## src/rtl/mult_arb_pkg.sv

```systemverilog
// Shared types and helpers for the multiplier arbiter slice.
package mult_arb_pkg;

    typedef enum logic {
        EMPTY = 1'b0,
        FULL  = 1'b1
    } state_t;

    // Requester ID width, never narrower than one bit
    function automatic int unsigned id_w(input int unsigned r);
        int unsigned w;
        w = $clog2(r);
        if (w < 1) begin
            w = 1;
        end
        return w;
    endfunction

endpackage

```

## src/rtl/mult_NMbit.sv

```systemverilog
// Combinational unsigned N x M multiplier with a full-width N+M product.
module mult_NMbit #(
    parameter int unsigned N = 4,
    parameter int unsigned M = 5
) (
    input  logic [N-1:0]   i_a,
    input  logic [M-1:0]   i_b,
    output logic [N+M-1:0] o_prod_c
);

    localparam int unsigned P_W = N + M;

    assign o_prod_c = P_W'(i_a) * P_W'(i_b);

endmodule

```

## src/rtl/mult_arb_sel.sv

```systemverilog
// Request selector: one-hot grant plus encoded winner index.
// MULT_ARB_ROUND_ROBIN_EN selects round-robin from i_ptr; otherwise fixed lowest-index priority.
module mult_arb_sel
    import mult_arb_pkg::*;
#(
    parameter int unsigned R    = 4,
    parameter int unsigned ID_W = id_w(R)
) (
    input  logic [R-1:0]    i_req,
    input  logic [ID_W-1:0] i_ptr,
    output logic [R-1:0]    o_grant,
    output logic [ID_W-1:0] o_idx,
    output logic            o_any
);

    assign o_any = |i_req;

`ifdef MULT_ARB_ROUND_ROBIN_EN
    // Walk offsets from the far end so the nearest requester after i_ptr wins last
    always_comb begin
        int unsigned w_pos;
        logic [ID_W-1:0] w_cand;
        o_grant = '0;
        o_idx   = '0;
        w_pos   = 0;
        w_cand  = '0;
        for (int k = int'(R) - 1; k >= 0; k--) begin
            w_pos  = (32'(i_ptr) + 32'(k)) % R;
            w_cand = ID_W'(w_pos);
            if (i_req[w_cand]) begin
                o_grant         = '0;
                o_grant[w_cand] = 1'b1;
                o_idx           = w_cand;
            end
        end
    end
`else
    logic w_unused_ptr;
    assign w_unused_ptr = ^i_ptr;

    // Descending scan leaves the lowest-index requester as the winner
    always_comb begin
        o_grant = '0;
        o_idx   = '0;
        for (int i = int'(R) - 1; i >= 0; i--) begin
            if (i_req[i]) begin
                o_grant    = '0;
                o_grant[i] = 1'b1;
                o_idx      = ID_W'(i);
            end
        end
    end
`endif

endmodule

```

## src/rtl/mult_arbiter.sv

```systemverilog
// Shares one mult_NMbit among R valid/ready requesters behind a single registered result slot.
// MULT_ARB_ROUND_ROBIN_EN enables round-robin arbitration; default is fixed priority.
module mult_arbiter
    import mult_arb_pkg::*;
#(
    parameter int unsigned N = 4,
    parameter int unsigned M = 5,
    parameter int unsigned R = 4
) (
    input  logic                clk,
    input  logic                rst_n,
    input  logic [R-1:0]        req_valid,
    output logic [R-1:0]        req_ready,
    input  logic [R*N-1:0]      req_a,
    input  logic [R*M-1:0]      req_b,
    output logic                res_valid,
    input  logic                res_ready,
    output logic [N+M-1:0]      res_prod,
    output logic [id_w(R)-1:0]  res_id,
    output logic                busy
);

    localparam int unsigned ID_W = id_w(R);
    localparam int unsigned P_W  = N + M;

    state_t          r_state;
    logic [P_W-1:0]  r_prod;
    logic [ID_W-1:0] r_id;

    logic [R-1:0]    w_grant;
    logic [ID_W-1:0] w_idx;
    logic [ID_W-1:0] w_ptr;
    logic            w_any;
    logic            w_slot_free;
    logic            w_accept;
    logic [N-1:0]    w_a;
    logic [M-1:0]    w_b;
    logic [P_W-1:0]  w_prod;

    // Slot can take a new result when empty or being drained this cycle
    assign w_slot_free = (r_state == EMPTY) || res_ready;
    assign w_accept    = rst_n && w_slot_free && w_any;
    assign req_ready   = (rst_n && w_slot_free) ? w_grant : '0;

    mult_arb_sel #(
        .R    (R),
        .ID_W (ID_W)
    ) u_sel (
        .i_req   (req_valid),
        .i_ptr   (w_ptr),
        .o_grant (w_grant),
        .o_idx   (w_idx),
        .o_any   (w_any)
    );

    // Operand mux steered by the winner index
    always_comb begin
        w_a = '0;
        w_b = '0;
        for (int unsigned i = 0; i < R; i++) begin
            if (w_idx == ID_W'(i)) begin
                w_a = req_a[i*N +: N];
                w_b = req_b[i*M +: M];
            end
        end
    end

    mult_NMbit #(
        .N (N),
        .M (M)
    ) u_mult (
        .i_a      (w_a),
        .i_b      (w_b),
        .o_prod_c (w_prod)
    );

`ifdef MULT_ARB_ROUND_ROBIN_EN
    logic [ID_W-1:0] r_ptr;

    always_ff @(posedge clk or negedge rst_n) begin
        if (!rst_n) begin
            r_ptr <= '0;
        end else if (w_accept) begin
            r_ptr <= (w_idx == ID_W'(R - 1)) ? '0 : w_idx + ID_W'(1);
        end
    end

    assign w_ptr = r_ptr;
`else
    assign w_ptr = '0;
`endif

    // Slot FSM: load on accept, empty on drain with nothing to refill
    always_ff @(posedge clk or negedge rst_n) begin
        if (!rst_n) begin
            r_state <= EMPTY;
            r_prod  <= '0;
            r_id    <= '0;
        end else begin
            case (r_state)
                EMPTY: begin
                    if (w_accept) begin
                        r_state <= FULL;
                        r_prod  <= w_prod;
                        r_id    <= w_idx;
                    end
                end
                FULL: begin
                    if (w_accept) begin
                        r_prod <= w_prod;
                        r_id   <= w_idx;
                    end else if (res_ready) begin
                        r_state <= EMPTY;
                    end
                end
                default: r_state <= EMPTY;
            endcase
        end
    end

    assign res_valid = (r_state == FULL);
    assign busy      = (r_state == FULL);
    assign res_prod  = r_prod;
    assign res_id    = r_id;

endmodule

```

## config.mk

```make
export PLATFORM = sky130hd
export DESIGN_NAME = mult_arbiter
export DESIGN_NICKNAME = d
export VERILOG_FILES = /design/src/rtl/mult_arb_pkg.sv /design/src/rtl/mult_NMbit.sv /design/src/rtl/mult_arb_sel.sv /design/src/rtl/mult_arbiter.sv
export SDC_FILE = /design/constraint.sdc
export NUM_CORES = 1
export LEC_CHECK = 0
export CORE_MARGIN = 10
export CORE_UTILIZATION = 45
export CTS_CLUSTER_SIZE = 8
export DETAILED_ROUTE_END_ITERATION = 10
export HOLD_SLACK_MARGIN = 0.12
export PLACE_DENSITY = 0.86
export SKIP_LAST_GASP = 1
export SYNTH_ARGS = -nofsm -noshare
export SYNTH_HDL_FRONTEND = slang
export SYNTH_SLANG_ARGS = --single-unit
```

## constraint.sdc

```tcl
create_clock -name clk -period 3 [get_ports clk]
set_input_delay 0.6 -clock clk [delete_from_list [all_inputs] [get_ports clk]]
set_output_delay 0.6 -clock clk [all_outputs]
set_load 0.01 [all_outputs]
```

==> results.md <==
* Outcome: finished with violations
* Failing checks: negative setup slack
* Final period utilization at 127%
* Clock-pin transition on the worst setup and hold timing paths at about 70 ps
* Global Route met1 Usage at between 20% and 30%
* Fin. max-slew vios at 0
* Pleak at between 1 and 1.5 nW
* Final nets at 349
* Unrepaired setup endpoints after global routing: yes
* Initial antenna violation count at 0
* Syn Nets at ~240
* Final core utilization at around 90%
* Row cnt at 20
* Initial Util at roughly 47%
* Fillers at 124
* Worst Min Path Start: res_prod[4]
* First-pass DRT Iterations at 5
* Largest net degree at the start of global routing at 18
* Final min period at between 3000 and 4000 ps
* TNS Setup at -3610 ps
* Final wirelength at between 8000 and 9000 um
* Top cells by area, synth: dfrtp_1 21%, ha_1 11%, fa_1 8.3%
* Synth area leader: dfrtp_1
* DRC viols at 0
* Die Y-Extent at 76.7 um
* GP Congestion at 0.892
* Routed wire per std cell at between 20 and 25 um
* Worst setup SP type: primary input
* Busiest grt layer: met2
* Min-delay worst type: flip-flop to flip-flop
* Endpoints failing hold at 0
* Critical path required time at ~3100 ps
* Met3 Resource Use GR at approximately 3.3%
* CP max FO at 5
* Core area at a little over 0.003 sq mm
* R2R Path Start: busy
* Peak supply drop at roughly 0.0005 V
* Synth warnings at 0
* Layout area overhead at 90.3%
* Slew at the pin closest to its max-slew limit at 595 ps
* H-tree depth at 1
* GRT Util Overall at 19.4%
* Crit. End Element: flip-flop
* Post-Syn Instances at between 150 and 200
* Crit path DAT at between 3000 and 4000 ps
* Worst-skew pair later-pin latency at ~280 ps
* HPWL after DPL at 4090 um
* Skew final at around 6.5 ps
* IO Count at 60
* Die width at between 70 and 80 um
* Non-Filler Instances at 330
* Layout cells sized above 1 at between 30% and 40%
* Vias in the first global route at between 1500 and 2000
* Clk sinks at 12
* Placed Cells at ~310
* TritonCTS clock tree: yes
* Synth Register Bits at 12
* Starting DRT DRC Count at around 280
* Final Cell Area at ~0.0028 sq mm
* Die Area at just under 0.006 sq mm
* Antenna viol nets, final at 0
* Setup-failing EPs final at 6
* CTS root buf: clkbuf_4
* Vias per cell at a little over 6
* Critical path origin: req_valid[1]
* Synth top area share at about a fifth
* First-pass GRT wire length at just under 10000 um
* IO buf count at 59
* Bufs on Longest Clock Path at 2
* Max_cap viols at 0
* M2 GR Usage at a little over a third
* Diodes inserted at 0
* Max-slew headroom at roughly three fifths
* Final setup margin at -804 ps
* Placement Cell Area at roughly 0.0023 sq mm
* CTS Buf Count at 3
* Syn Area/Cell at approximately 8 sq um
* Pwr/cell area at 427 mW/mm^2
* Setup CP Type: primary input to flip-flop
* Total grt overflow at 0
* Vias post-DR at between 2000 and 2500
* Sequential share of the synthesized area at about a fifth
* Max Clock Freq at about 260 MHz
* Mapped cell area at 0.00145 sq mm
* Netlist cell types at 39
cell families (layout without fill, tap and decap cells):
logic type | Yosys count | in the layout | synth area share [%]
simple gates | 66 | 66 | 21.0
flops | 12 | 12 | 20.8
fa+ha+maj | 19 | 19 | 19.6
xor+xnor | 3 | 3 | 1.82
compound gates | 52 | 52 | 24.6
buf+inv | 21 | 127 | 7.27
mux | 7 | 7 | 5.02
final cells by class:
type / count / area [sq um] / share of cell area [%]
Sequential cell: 12 / 300 / 10.9
Multi-Input combinational cell: 147 / 1300 / 47.3
Inverter: 11 / 41.3 / 1.50
Tap cell: 44 / 55.1 / 2.00
Timing Repair Buffer: 112 / 1020 / 37.0
Clock buffer: 4 / 36.3 / 1.32
cell usage after synthesis:
cell,instances
a2bb2oi_1,4
or3b_1,1
buf_6,2
and2_1,6
inv_1,11
and3_1,2
nand2b_1,6
ha_1,13
or2_1,1
o2bb2ai_1,1
a22o_1,2
dfrtp_1,12
nand2_2,1
a21o_1,3
a211o_1,1
buf_4,1
nor2_1,25
a32o_1,1
o21ai_2,1
nor2b_1,3
o22a_1,1
o21a_1,2
xnor2_1,1
a21oi_2,1
a211oi_1,4
clkbuf_1,1
a21oi_1,15
buf_2,6
mux2_2,2
o21bai_1,1
o21ai_0,10
o31ai_1,3
xor2_1,2
nand2_1,18
o22ai_4,1
fa_1,6
nor3_1,3
mux2i_1,5
o22ai_1,1
registers in the layout (all words and copies together), names as in the netlist:
register and count:
res_id 2, busy 1, res_prod 9
critical path: stages:
cell and delay, ps:
buf_8 110, buf_6 120, nor2_1 250, buf_4 200
nand2_1 90, o21ai_2 200, or2_1 210, fa_1 480
fa_1 580, buf_4 150, inv_2 50, ha_4 210
a21oi_4 130, o21ai_1 80, a21oi_1 200, xor2_1 170
o21ai_1 90
stage by stage:
step	hold WS (ps)	power (mW)	worst slack (ps)
final	500	1.18	-804
after global routing	538	1.24	-903
after CTS	496	1.05	-524
after detailed placement	478	0.868	-1410
after global placement	462	0.843	-1280
after floorplan	304	0.561	-702
layout by cell type (no fill, tap or decap), types with 6 or more instances in the layout:
master           count
a21oi_1              7
a21oi_2              7
buf_4               46
buf_6               10
clkdlybuf4s50_1     48
dfrtp_1             12
dlygate4sd2_1        6
ha_1                 9
inv_1                9
nand2_1             17
nor2_1              18
power by group:
group | leakage (nW) | internal, mW | switching, mW
Sequential | 0.150 | 0.210 | 0.0317
Clock | 0.0210 | 0.0738 | 0.0570
Combinational | 1.07 | 0.422 | 0.381
Total | 1.24 | 0.706 | 0.470
metal layers:
layer | part of all wire, % | vias to the layer above | wire length (um)
met4 | 6.1 | 0 | 492
met2 | 47 | 180 | 3810
li1 | - | 835 | -
met3 | 9.7 | 46 | 780
met1 | 37 | 960 | 2970
met5 | 0 | - | 0
worst paths after layout:
path	endpoint	slack, ps	cells past startpoint
max	res_prod[7]	-800	17
min	res_prod[4]	500	2
max reg2reg	res_prod[2]	1200	4
min reg2reg	res_prod[4]	500	2
max in group asynchronous	res_prod[8]	1980	2
min in group asynchronous	busy	570	1
repair_timing:
action	4_1_cts	5_1_grt
buffers inserted	10	8
hold buffers	0	0
endpoints found under the setup margin	9	6
pin swaps	24	22
gates resized for setup	59	27
Note: power is estimated with default switching activity, not from simulation.
